`src/rtl/idma_dp_scheduler.sv`:
```
// idma_dp_scheduler: turns legalized bursts into read/write datapath requests.
// Each side has a single request register and drains on its own. Bursts in
// flight are credit-limited and retire when the write datapath responds.
module idma_dp_scheduler #(
    parameter int unsigned StrbWidth     = 2,
    parameter int unsigned AddrWidth     = 32,
    parameter int unsigned LenWidth      = 32,
    parameter int unsigned NumAxInFlight = 2,
    localparam int unsigned OffW         = $clog2(StrbWidth),
    localparam int unsigned CntW         = $clog2(NumAxInFlight + 1)
) (
    input  logic                 clk_i,
    input  logic                 rst_ni,
    input  logic [AddrWidth-1:0] burst_src_addr_i,
    input  logic [AddrWidth-1:0] burst_dst_addr_i,
    input  logic [LenWidth-1:0]  burst_len_i,
    input  logic                 burst_valid_i,
    output logic                 burst_ready_o,
    output logic [OffW-1:0]      r_offset_o,
    output logic [OffW-1:0]      r_tailer_o,
    output logic [OffW-1:0]      r_shift_o,
    output logic [LenWidth-1:0]  r_beats_o,
    output logic                 r_valid_o,
    input  logic                 r_ready_i,
    output logic [OffW-1:0]      w_offset_o,
    output logic [OffW-1:0]      w_tailer_o,
    output logic [OffW-1:0]      w_shift_o,
    output logic [LenWidth-1:0]  w_beats_o,
    output logic                 w_valid_o,
    input  logic                 w_ready_i,
    input  logic                 w_rsp_valid_i,
    input  logic                 w_rsp_error_i,
    output logic                 w_rsp_ready_o,
    output logic                 burst_done_o,
    output logic                 burst_error_o,
    output logic [CntW-1:0]      outstanding_o
    ,
    output logic                 busy_o
);

    localparam logic [CntW-1:0] MaxCnt = CntW'(NumAxInFlight);

    logic [OffW-1:0]     src_off, dst_off, r_end, w_end;
    logic [LenWidth:0]   r_sum, w_sum;
    logic [OffW-1:0]     r_tail, w_tail, w_shft;
    logic [LenWidth-1:0] r_nbeats, w_nbeats;

    logic r_free, w_free, w_rsp_fire, accept, len_zero, load, drop;

    logic                r_valid_q, w_valid_q;
    logic [OffW-1:0]     r_offset_q, r_tailer_q, r_shift_q;
    logic [OffW-1:0]     w_offset_q, w_tailer_q, w_shift_q;
    logic [LenWidth-1:0] r_beats_q, w_beats_q;
    logic [CntW-1:0]     cnt_q, cnt_d;
    logic                done_q, done_d, err_q, err_d, pend_q, pend_d;

    logic unused_addr;
    assign unused_addr = ^{burst_src_addr_i[AddrWidth-1:OffW],
                           burst_dst_addr_i[AddrWidth-1:OffW]};

    // Request fields; only the low address bits matter, sums carry one spare bit.
    always_comb begin
        src_off  = burst_src_addr_i[OffW-1:0];
        dst_off  = burst_dst_addr_i[OffW-1:0];
        r_end    = src_off + burst_len_i[OffW-1:0];
        w_end    = dst_off + burst_len_i[OffW-1:0];
        r_tail   = '0 - r_end;
        w_tail   = '0 - w_end;
        w_shft   = '0 - dst_off;
        r_sum    = (LenWidth+1)'(src_off) + {1'b0, burst_len_i} - (LenWidth+1)'(1);
        w_sum    = (LenWidth+1)'(dst_off) + {1'b0, burst_len_i} - (LenWidth+1)'(1);
        r_nbeats = LenWidth'(r_sum >> OffW);
        w_nbeats = LenWidth'(w_sum >> OffW);
    end

    assign r_free        = ~r_valid_q | r_ready_i;
    assign w_free        = ~w_valid_q | w_ready_i;
    assign w_rsp_ready_o = (cnt_q != '0);
    assign w_rsp_fire    = w_rsp_valid_i & w_rsp_ready_o;
    // A deferred zero-length done pulse blocks intake so at most one can be pending.
    assign burst_ready_o = r_free & w_free & ((cnt_q < MaxCnt) | w_rsp_fire) & ~pend_q;
    assign accept        = burst_valid_i & burst_ready_o;
    assign len_zero      = (burst_len_i == '0);
    assign load          = accept & ~len_zero;
    assign drop          = accept & len_zero;

    // Credit count and done-pulse arbitration; a response beats a drop or a pending drop.
    always_comb begin
        cnt_d  = cnt_q;
        done_d = 1'b0;
        err_d  = 1'b0;
        pend_d = 1'b0;
        if (load && !w_rsp_fire) begin
            cnt_d = cnt_q + CntW'(1);
        end else if (!load && w_rsp_fire) begin
            cnt_d = cnt_q - CntW'(1);
        end
        if (w_rsp_fire) begin
            done_d = 1'b1;
            err_d  = w_rsp_error_i;
            pend_d = pend_q | drop;
        end else if (pend_q || drop) begin
            done_d = 1'b1;
        end
    end

    // Read request register: load on accept, clear on handshake.
    always_ff @(posedge clk_i or negedge rst_ni) begin
        if (!rst_ni) begin
            r_valid_q  <= 1'b0;
            r_offset_q <= '0;
            r_tailer_q <= '0;
            r_shift_q  <= '0;
            r_beats_q  <= '0;
        end else if (load) begin
            r_valid_q  <= 1'b1;
            r_offset_q <= src_off;
            r_tailer_q <= r_tail;
            r_shift_q  <= src_off;
            r_beats_q  <= r_nbeats;
        end else if (r_ready_i) begin
            r_valid_q  <= 1'b0;
        end
    end

    // Write request register: load on accept, clear on handshake.
    always_ff @(posedge clk_i or negedge rst_ni) begin
        if (!rst_ni) begin
            w_valid_q  <= 1'b0;
            w_offset_q <= '0;
            w_tailer_q <= '0;
            w_shift_q  <= '0;
            w_beats_q  <= '0;
        end else if (load) begin
            w_valid_q  <= 1'b1;
            w_offset_q <= dst_off;
            w_tailer_q <= w_tail;
            w_shift_q  <= w_shft;
            w_beats_q  <= w_nbeats;
        end else if (w_ready_i) begin
            w_valid_q  <= 1'b0;
        end
    end

    // Outstanding counter and completion flags.
    always_ff @(posedge clk_i or negedge rst_ni) begin
        if (!rst_ni) begin
            cnt_q  <= '0;
            done_q <= 1'b0;
            err_q  <= 1'b0;
            pend_q <= 1'b0;
        end else begin
            cnt_q  <= cnt_d;
            done_q <= done_d;
            err_q  <= err_d;
            pend_q <= pend_d;
        end
    end

    assign r_offset_o    = r_offset_q;
    assign r_tailer_o    = r_tailer_q;
    assign r_shift_o     = r_shift_q;
    assign r_beats_o     = r_beats_q;
    assign r_valid_o     = r_valid_q;
    assign w_offset_o    = w_offset_q;
    assign w_tailer_o    = w_tailer_q;
    assign w_shift_o     = w_shift_q;
    assign w_beats_o     = w_beats_q;
    assign w_valid_o     = w_valid_q;
    assign burst_done_o  = done_q;
    assign burst_error_o = err_q;
    assign outstanding_o = cnt_q;
    assign busy_o        = (cnt_q != '0) | r_valid_q | w_valid_q;

    // A response arriving with nothing in flight must never be accepted.
    a_no_rsp_when_empty: assert property (@(posedge clk_i) disable iff (!rst_ni)
        !(w_rsp_valid_i && cnt_q == '0 && w_rsp_ready_o));

    // The credit counter never exceeds its limit.
    a_cnt_in_range: assert property (@(posedge clk_i) disable iff (!rst_ni)
        cnt_q <= MaxCnt);

endmodule
```
`config.mk`:
```
export PLATFORM = sky130hd
export DESIGN_NAME = idma_dp_scheduler
export DESIGN_NICKNAME = d
export VERILOG_FILES = /design/src/rtl/idma_dp_scheduler.sv
export SDC_FILE = /design/constraint.sdc
export NUM_CORES = 1
export LEC_CHECK = 0
export ABC_AREA = 1
export CAP_MARGIN = 20
export CORE_MARGIN = 5
export CORE_UTILIZATION = 30
export DETAILED_ROUTE_END_ITERATION = 8
export PLACE_DENSITY_LB_ADDON = 0.2
export SYNTH_ARGS = -nofsm -noshare
export SYNTH_HDL_FRONTEND = slang
export SYNTH_SLANG_ARGS = --single-unit
```
`constraint.sdc`:
```
create_clock -name clk_i -period 1.88 [get_ports clk_i]
set_input_delay 0.376 -clock clk_i [delete_from_list [all_inputs] [get_ports clk_i]]
set_output_delay 0.376 -clock clk_i [all_outputs]
set_load 0.01 [all_outputs]
```
==> flow_summary.toml <==
[outcome]
status = "finished, final reports clean"

[route]
post_drt_via_cell_ratio = 4.45
remaining_drcs = 0
route.final.wire_length_um = 16200
postRouteAntennaNets = 0
drtIter0Drc = 215
total_via_count_after_detailed_routing = 4711
average_detailed_routed_wire_length_per_instance_um = 15.3
number_of_search_and_repair_iterations_in_the_first_detailed_routing_pass = 4

[cells_and_area]
design.final.nets = 979
final_cell_area_mm2 = 0.00746
final_cell_count_no_fill = 1059
most-common-layout-cells = "242 x nand2_1, 117 x buf_4, 96 x clkdlybuf4s50_1, 75 x dfrtp_1, 53 x nor2_1"
num-fill-cells = 1422
antenna_cells = 0
syn_to_final_growth_pct = 67.3
layout-drive-gt1-share_pct = 26.9
postLayoutCoreUtil_pct = 51.4
commonest_non_fill_non_tap_cell_in_the_layout = "nand2_1"

[clock_tree]
cts_sinks = 75
cts_max_path_buffers = 2
clk_transition_reported_paths_ps = 60
cts_tree = "done"
cts-buffers-inserted = 9
clk-insertion-delay-late_ps = 350
clock_tree.htree_level_count = 3
clock_tree.root_cell = "clkbuf_16"

[setup_path]
startpoint = "burst_len_i[23]"
cp_data_arrival_time_ps = 2070
required_ps = 2100
critical_path_class = "in -> reg"
critical_path.endpoint = "outstanding_o[1]"
setup_crit_end_kind = "register"
crit_chain = "clkdlybuf4s50_1 -> nor2_2 -> nand2_1 -> nor2_4 -> nand2_4 -> nor2_8 -> nor2_8 -> ha_4 -> a21oi_2 -> o21ai_1 -> xor2_1"
r2r.worst_path.cells = 9
critical-path-max-stage-delay_ps = 470
critical_path.max_fanout = 3
startpoint_type = "input port"
register_to_register_path_setup_slack_ps = 190
worstReg2RegStart = "outstanding_o[1]"
worst_r2r_endpoint = "outstanding_o[1]"
critPathMostFrequentCell = "nor2_8"
worst_path_max_delay_cell = "clkdlybuf4s50_1"

[synthesis]
ys_seq_area_share_pct = 42.1
share_of_synthesized_registers_carrying_an_async_set_or_reset_pct = 100
synth_warnings = 0
synthesis.area_mm2 = 0.00446
synthDistinctLibCells = 25
synth-edff-count = 0
synthFlopType = "dfrtp_1"
netlist_instances = 626
yosys_register_bits = 75
postSynthNetCount = 735
postSynthAreaPerCell_um2 = 7.13

[pwr]
power_density_mw_per_mm2 = 1140
static-leakage-power_nw = 3.80
ir_drop_mv = 0.545
total_power_mw = 8.51

[floorplan]
initial_utilization_pct = 30.7
die_height_um = 132
core.rowCount = 44
design.die.area_mm2 = 0.0174
die_width_um = 132
coreArea_mm2 = 0.0145
floorplan.io_pins = 182

[timing]
finalSetupViolCount = 0
worst_slack_ps = 29.9
final-max-slew-violation-count = 0
final.setup.tns_ps = 0
tightest_slew_ps = 484
timing.fmax_mhz = 541
slew_headroom_pct = 67.7
finalWorstPathRequiredPeriod_ps = 1850
hold_violations = 0
hold_slack_ps = 306
final_worst_path_cycle_share_pct = 98.4
clock-skew-final_ps = 7.20

[global_route]
pin_count_of_the_biggest_net_entering_global_routing = 43
grt_pass1_vias = 4718
grt_antenna_before_repair = 0
grt_pass1_wl_um = 25000
track_usage_pct = 17.8
grt-ovfl-total = 0

[placed_design]
half_perimeter_wire_length_after_detailed_placement_um = 12300
cells_after_dpl = 1025
place.port_buffers = 119
pre_cts_slack_ps = -558
detailed_place.area_mm2 = 0.00669
placer_s_final_routability_congestion_estimate = 0.879

[worst_hold_path]
worst_hold_path_type = "in -> reg"

[job]
maxCapViolations = 0
-- cells by family (layout without fill, tap and decap cells) --
kind of cell | Yosys count | in the layout | share of synthesized area (%)
compound gates | 30 | 30 | 3.37
xor+xnor | 29 | 29 | 5.69
fa+ha+maj | 6 | 6 | 1.68
buf+inv | 69 | 318 | 7.26
flops | 75 | 75 | 42.1
simple gates | 417 | 417 | 39.9
-- repair_timing --
item,in CTS,in global routing
hold buffers,1,0
hold endpoints to repair,2,0
setup buffers,3,8
setup endpoints to repair,73,71
resized for setup,28,66
pin swaps,7,20
gates cloned,0,6
-- routing by layer --
layer	GRT usage, %	vias up	share of wire [%]
met5	0	-	0
met4	7.26	0	2.7
met3	3.21	27	3.7
met2	26.7	100	45
met1	25.4	2166	49
li1	-	2418	-
-- report_power, final --
| group | switching (mW) | internal, mW |
|---|---|---|
| Combinational | 1.66 | 2.06 |
| Clock | 0.731 | 1.29 |
| Sequential | 0.438 | 2.31 |
| Total | 2.83 | 5.67 |
-- critical path, delay by kind of cell --
kind / cells / cell delay, ps
AND/OR/NAND/NOR: 6 / 650
buffers and inverters: 1 / 470
adder cells (fa/ha/maj): 1 / 240
AO/OA/AOI/OAI: 2 / 190
XOR/XNOR: 1 / 140
-- Yosys cell counts, types with 6 or more instances --
cell / n / area share, %
ha_1: 6 / 1.7
buf_4: 8 / 1.3
nand4_1: 11 / 1.5
nand2_1: 263 / 22
nor2_1: 75 / 6.3
dfrtp_1: 75 / 42
nor2_2: 12 / 1.7
nand3_1: 34 / 3.8
nand2_2: 13 / 1.8
xor2_1: 27 / 5.3
inv_1: 49 / 4.1
o21ai_0: 25 / 2.8
-- final cells by class --
cell class              count  area [um2]  area share, %
clock buffers               9         225           3.02
clock inverters             7         116           1.56
flip-flops and latches     75        1880           25.1
repair buffers            249        2340           31.3
well taps                 184         230           3.08
multi-input cells         482        2460           33.0
inverters                  53         211           2.83
-- worst min-delay path by stage --
stage	startpoint	to	slack (ps)	depth (start not counted)
after floorplan	rst_ni	burst_done_o	80	0
after global placement	rst_ni	w_tailer_o	360	1
after detailed placement	rst_ni	r_beats_o[7]	370	1
after CTS	r_beats_o[31]	r_beats_o[31]	470	2
after global routing	burst_src_addr_i[0]	r_shift_o	320	3
final	burst_src_addr_i[0]	r_shift_o	310	3
(Power assumes the default switching activity.)
==> RTL change 1: new RTL, config.mk and constraints unchanged <==
Make the reset (`rst_ni`) synchronous in 3 clocked blocks.
--- a/src/rtl/idma_dp_scheduler.sv
+++ b/src/rtl/idma_dp_scheduler.sv
@@ -105,7 +105,7 @@
     end
 
     // Read request register: load on accept, clear on handshake.
-    always_ff @(posedge clk_i or negedge rst_ni) begin
+    always_ff @(posedge clk_i) begin
         if (!rst_ni) begin
             r_valid_q  <= 1'b0;
             r_offset_q <= '0;
@@ -124,7 +124,7 @@
     end
 
     // Write request register: load on accept, clear on handshake.
-    always_ff @(posedge clk_i or negedge rst_ni) begin
+    always_ff @(posedge clk_i) begin
         if (!rst_ni) begin
             w_valid_q  <= 1'b0;
             w_offset_q <= '0;
@@ -143,7 +143,7 @@
     end
 
     // Outstanding counter and completion flags.
-    always_ff @(posedge clk_i or negedge rst_ni) begin
+    always_ff @(posedge clk_i) begin
         if (!rst_ni) begin
             cnt_q  <= '0;
             done_q <= 1'b0;
Function: differs if rst_ni is asserted again (counterexample within 4 cycles, from zero or initial values and one cycle with rst_ni low); with rst_ni held inactive, the same outputs for 10 cycles.
==> RTL change 1 against the unedited design <==
- area after synthesis is 4.8% higher
- total power is 35% lower
- worst hold slack better by 140 ps
- wire length hardly changed
- cell area is 2.1% higher
- sequential cell count stayed put
- via count is 16% higher
- worst setup slack better by 61 ps
==> RTL change 1: results (changes against the unedited design) <==
| Metric | Value |
|---|---|
| Detailed-routing iteration count for the pre-antenna-repair pass | 5 (was 4) |
| Number of vias after detailed routing | 5448 (was 4711) |
| Vias per cell | 4.26 (was 4.45) |
| Number of instances in the synthesized netlist | 830 (was 626) |
| Gp weighted congestion | 0.911 (was 0.879) |
| Leakage power summed over all cells | 3.89 nW (was 3.80 nW) |
| Synthesized-area fraction occupied by ao, oa, aoi and oai cells | 3.53% (was 3.37%) |
| NumNets Final | 1173 (was 979) |
| Register area share after synthesis | 32.1% (was 42.1%) |
| Top FF cell, synth | sky130_fd_sc_hd__dfxtp_1 (was sky130_fd_sc_hd__dfrtp_1) |
| Clock Skew | 4.61 ps (was 7.20 ps) |
| Number of fill cells in the layout | 1589 (was 1422) |
| Number of placed instances with taps included | 1255 (was 1025) |
| IR drop worst, VDD | 394 µV (was 545 µV) |
| Vias in the first global route | 5044 (was 4718) |
| Biggest area contributors in the synthesized netlist | sky130_fd_sc_hd__dfxtp_1, sky130_fd_sc_hd__nand2_1, sky130_fd_sc_hd__nor2_1, sky130_fd_sc_hd__inv_1, sky130_fd_sc_hd__nand3_1 (was sky130_fd_sc_hd__dfrtp_1, sky130_fd_sc_hd__nand2_1, sky130_fd_sc_hd__nor2_1, sky130_fd_sc_hd__xor2_1, sky130_fd_sc_hd__inv_1) |
| Xor and xnor fraction of the mapped netlist area | 3.75% (was 5.69%) |
| Area post-placement | 6940 µm² (was 6690 µm²) |
| Post-Route WL | 16200 µm (about the same) |
| Wire length of the first global-routing pass | 25200 µm (was 25000 µm) |
| Result of the run | finished, final reports clean (unchanged) |
| Post-synthesis cell type count | 21 (was 25) |
| Net count after synthesis | 939 (was 735) |
| First DRT Iteration DRCs | 234 (was 215) |
| Post-Synth Adder-Cell Area | 1.61% (was 1.68%) |
-- RTL change 1: cell count changes after synthesis, sizes merged, moves of 2 or more --
cell    change
nand2      +19
inv        +53
dfxtp      +75
nor2      +138
xor2       -10
buf         +6
dfrtp      -75
clkbuf      +2
o21ai       -5
a21oi       +6
nand4      -10
nand3       +5
-- RTL change 1: per-stage QoR --
stage | utilization (%) | setup WS (ps)
6_report | 49.9 | 91.4
5_1_grt | 49.9 | -9.33
4_1_cts | 48.1 | -3.87
3_5_place_dp | 45.5 | -565
3_3_place_gp | 45.5 | -511
2_1_floorplan | - | 7.45
-- RTL change 1: metal layers --
metal | wire length (µm) | vias up | GRT usage, % | share of wire (%)
met2 | 7290 | 135 | 28.3 | 45
met1 | 7630 | 2356 | 23.3 | 47
met3 | 929 | 27 | 3.43 | 5.7
li1 | - | 2930 | - | -
met4 | 391 | 0 | 7.35 | 2.4
met5 | 0 | - | 0 | 0
-- RTL change 1: timing repair --
item	in CTS	in global routing
hold buffers	0	0
buffers inserted	4	5
setup endpoints to repair	70	73
pin swaps	8	26
cloned	1	0
gates resized for setup	28	89
-- RTL change 1: worst max-delay path: cells and delay by family --
| kind | cells | cell delay (ps) |
|---|---|---|
| fa+ha+maj | 1 | 250 |
| simple gates | 6 | 630 |
| compound gates | 4 | 340 |
| buf+inv | 1 | 430 |
-- RTL change 1: power breakdown --
part	leakage (nW)	total, mW	switching, mW	internal [mW]
Clock	0.135	1.66	0.694	0.961
Combinational	3.14	1.96	0.976	0.983
Sequential	0.621	1.95	0.126	1.83
Total	3.89	5.57	1.80	3.77
-- RTL change 1: path summary, 6_finish.rpt --
| path | start | end | slack (ps) | cells after the start |
|---|---|---|---|---|
| worst max register to register | outstanding_o[1]$_SDFFE_PN0P_ | outstanding_o[1]$_SDFFE_PN0P_ | 270 | 10 |
| worst max-delay path | burst_len_i[10] | outstanding_o[1]$_SDFFE_PN0P_ | 90 | 12 |
| worst min-delay path | rst_ni | r_beats_o[14]$_SDFFE_PN0P_ | 450 | 3 |
| worst min register to register | r_beats_o[13]$_SDFFE_PN0P_ | r_beats_o[13]$_SDFFE_PN0P_ | 480 | 2 |
-- RTL change 1: final cells by class --
class	instances	share of cell area (%)
clock buffers	12	3.37
clock inverters	4	0.328
inverters	105	5.17
multi-input cells	626	38.1
flip-flops and latches	75	19.7
well taps	211	3.47
repair buffers	247	29.8
-- RTL change 1: logic make-up after synthesis --
logic type | count (synthesis)
AOI/OAI and AO/OA | 32
xor gates and xnor gates | 20
adders and majority gates | 6
buffers and inverters | 129
DFF | 75
and+or+nand+nor | 568
==> RTL change 2: new RTL, config.mk and constraints unchanged <==
Made on the original files. The parameter `LenWidth` goes from 32 to 128.
--- a/src/rtl/idma_dp_scheduler.sv
+++ b/src/rtl/idma_dp_scheduler.sv
@@ -4,7 +4,7 @@
 module idma_dp_scheduler #(
     parameter int unsigned StrbWidth     = 2,
     parameter int unsigned AddrWidth     = 32,
-    parameter int unsigned LenWidth      = 32,
+    parameter int unsigned LenWidth      = 128,
     parameter int unsigned NumAxInFlight = 2,
     localparam int unsigned OffW         = $clog2(StrbWidth),
     localparam int unsigned CntW         = $clog2(NumAxInFlight + 1)
Interface: changed (resized burst_len_i, r_beats_o and w_beats_o); port bits go from 182 to 470. The function was not compared with the original's and may differ.
==> RTL change 2 against the unedited design <==
- sequential cell count rose by 192
- worst setup slack lost 160 ps
- cell count rose to 4.2 times the old value
- clock skew grew 34 ps
- total power grew to 3.7 times the old value
- critical path type is now flip-flop to primary output
- cell area grew to 4.3 times the old value
- highest routed layer is now met5
- the run now ends with negative setup slack left
- area after synthesis grew to 3.7 times the old value
- wire length grew to 6.1 times the old value
==> RTL change 2: results (changes against the unedited design) <==
| Metric | Value |
|---|---|
| Post-synthesis cell type count | 24 (was 25) |
| GRT Overall Usage | 30.9% (was 17.8%) |
| Met2 Routed Length | 45000 µm (was 7280 µm) |
| Worst setup path endpoint | burst_ready_o (was outstanding_o[1]$_DFFE_PN0P_) |
| Antenna violations before repair | 4 (was 0) |
| Worst setup path class | flip-flop to primary output (was primary input to flip-flop) |
| Biggest fanout along the worst timing path | 2 (was 3) |
| H-tree depth | 1 (was 3) |
| Result of the run | finished with violations (was finished, final reports clean) |
| Detailed-routing iteration count for the pre-antenna-repair pass | 6 (was 4) |
| Number of placed instances with taps included | 4173 (was 1025) |
| Number of vias after detailed routing | 21400 (was 4711) |
| Detailed-route wire length on metal 1 | 42300 µm (was 7910 µm) |
| Depth of the worst register-to-register path | 12 (was 9) |
| Clock Skew | 41.0 ps (was 7.20 ps) |
| Post-Route WL | 99600 µm (was 16200 µm) |
| Violated checks | negative setup slack |
| Commonest cells in the synthesized netlist | sky130_fd_sc_hd__nand2_1, sky130_fd_sc_hd__nor2_1, sky130_fd_sc_hd__dfrtp_1 (was sky130_fd_sc_hd__nand2_1, sky130_fd_sc_hd__dfrtp_1, sky130_fd_sc_hd__nor2_1) |
| Register area share after synthesis | 40.1% (was 42.1%) |
| Post-synthesis average cell area | 6.68 µm² (was 7.13 µm²) |
| IR drop worst, VDD | 711 µV (was 545 µV) |
| Biggest area contributors in the synthesized netlist | sky130_fd_sc_hd__dfrtp_1, sky130_fd_sc_hd__nand2_1, sky130_fd_sc_hd__nor2_1, sky130_fd_sc_hd__xor2_1, sky130_fd_sc_hd__nand3_1 (was sky130_fd_sc_hd__dfrtp_1, sky130_fd_sc_hd__nand2_1, sky130_fd_sc_hd__nor2_1, sky130_fd_sc_hd__xor2_1, sky130_fd_sc_hd__inv_1) |
| Wire length of the first global-routing pass | 138000 µm (was 25000 µm) |
| NumNets Final | 3834 (was 979) |
| Critical register-to-register path startpoint | r_valid_o$_DFFE_PN0P_ (was outstanding_o[1]$_DFFE_PN0P_) |
| Sum of net half-perimeters after detailed placement | 78000 µm (was 12300 µm) |
| Clk_lat worst skew | 600 ps (was 350 ps) |
| Final Instance Count excl. Fillers | 4400 (was 1059) |
| Gp weighted congestion | 0.986 (was 0.879) |
| Finish-stage setup viols | 153 (was 0) |
| PnR worst setup slack | -127 ps (was 29.9 ps) |
==> RTL change 2: cell families after synthesis <==
kind of cell             count (synthesis)  share of synthesized area [%]
flip-flops                             267                           40.1
buffers and inverters                  210                           6.47
adder cells (fa/ha/maj)                  6                          0.451
AND/OR/NAND/NOR                       1691                           40.5
AO/OA/AOI/OAI                          191                           5.81
XOR/XNOR                               126                           6.63
==> RTL change 2: power by group <==
group          internal (mW)  leakage, nW  switching, mW  total, mW
clock network           3.72        0.509           2.51       6.23
logic                   7.74         13.6           7.03       14.8
registers               8.37         3.30           2.13       10.5
==> RTL change 2: critical path, cell delays in order (launching register included) <==
cell and delay (ps):
sky130_fd_sc_hd__dfrtp_1 380, sky130_fd_sc_hd__inv_2 50, sky130_fd_sc_hd__or2_4 240, sky130_fd_sc_hd__nand2_4 80
sky130_fd_sc_hd__nor2_4 50, sky130_fd_sc_hd__buf_6 120, sky130_fd_sc_hd__buf_6 110
==> RTL change 2: metrics by stage <==
step           cell area (µm²)  total power, mW  setup slack [ps]  setup TNS [ps]
3_3_place_gp             26200             22.7             -1090         -261890
2_1_floorplan            17000             14.6              -172            -209
6_report                 32000             31.5              -127           -8820
5_1_grt                  32000             33.1              -197          -17630
3_5_place_dp             26200             22.8             -1100         -263780
4_1_cts                  30000             30.7              -131          -19560
==> RTL change 2: final cells by class <==
class | instances | area [µm²]
inverters | 151 | 572
repair buffers | 1165 | 11400
diodes | 1 | 2.50
clock buffers | 45 | 908
clock inverters | 9 | 126
well taps | 748 | 936
multi-input cells | 2014 | 11300
flip-flops and latches | 267 | 6690
fillers | 5085 | 23000
==> RTL change 2: repair_timing <==
action,in CTS,in global routing
gates cloned,23,7
endpoints found under the hold margin,39,0
endpoints found under the setup margin,462,504
hold buffers,1,0
gates resized for setup,690,706
pin swaps,80,146
setup buffers,141,31
==> RTL change 2: worst min-delay path by stage <==
stage               startpoint                          to  slack (ps)  depth (start not counted)
3_3_place_gp            rst_ni  r_beats_o[110]$_DFFE_PN0P_         370                          1
5_1_grt        burst_len_i[23]   r_beats_o[22]$_DFFE_PN0P_         180                          3
3_5_place_dp            rst_ni  r_beats_o[110]$_DFFE_PN0P_         370                          1
6_report       burst_len_i[23]   r_beats_o[22]$_DFFE_PN0P_         180                          3
4_1_cts        burst_len_i[23]   r_beats_o[22]$_DFFE_PN0P_         150                          3
2_1_floorplan           rst_ni      burst_done_o$_DFF_PN0_          80                          0
==> RTL change 2: routing by layer <==
layer | track usage [%] | up-vias
met4 | 11.0 | 6
met2 | 49.0 | 893
met1 | 42.1 | 10300
li1 | - | 10100
met3 | 6.46 | 161
met5 | 0 | -
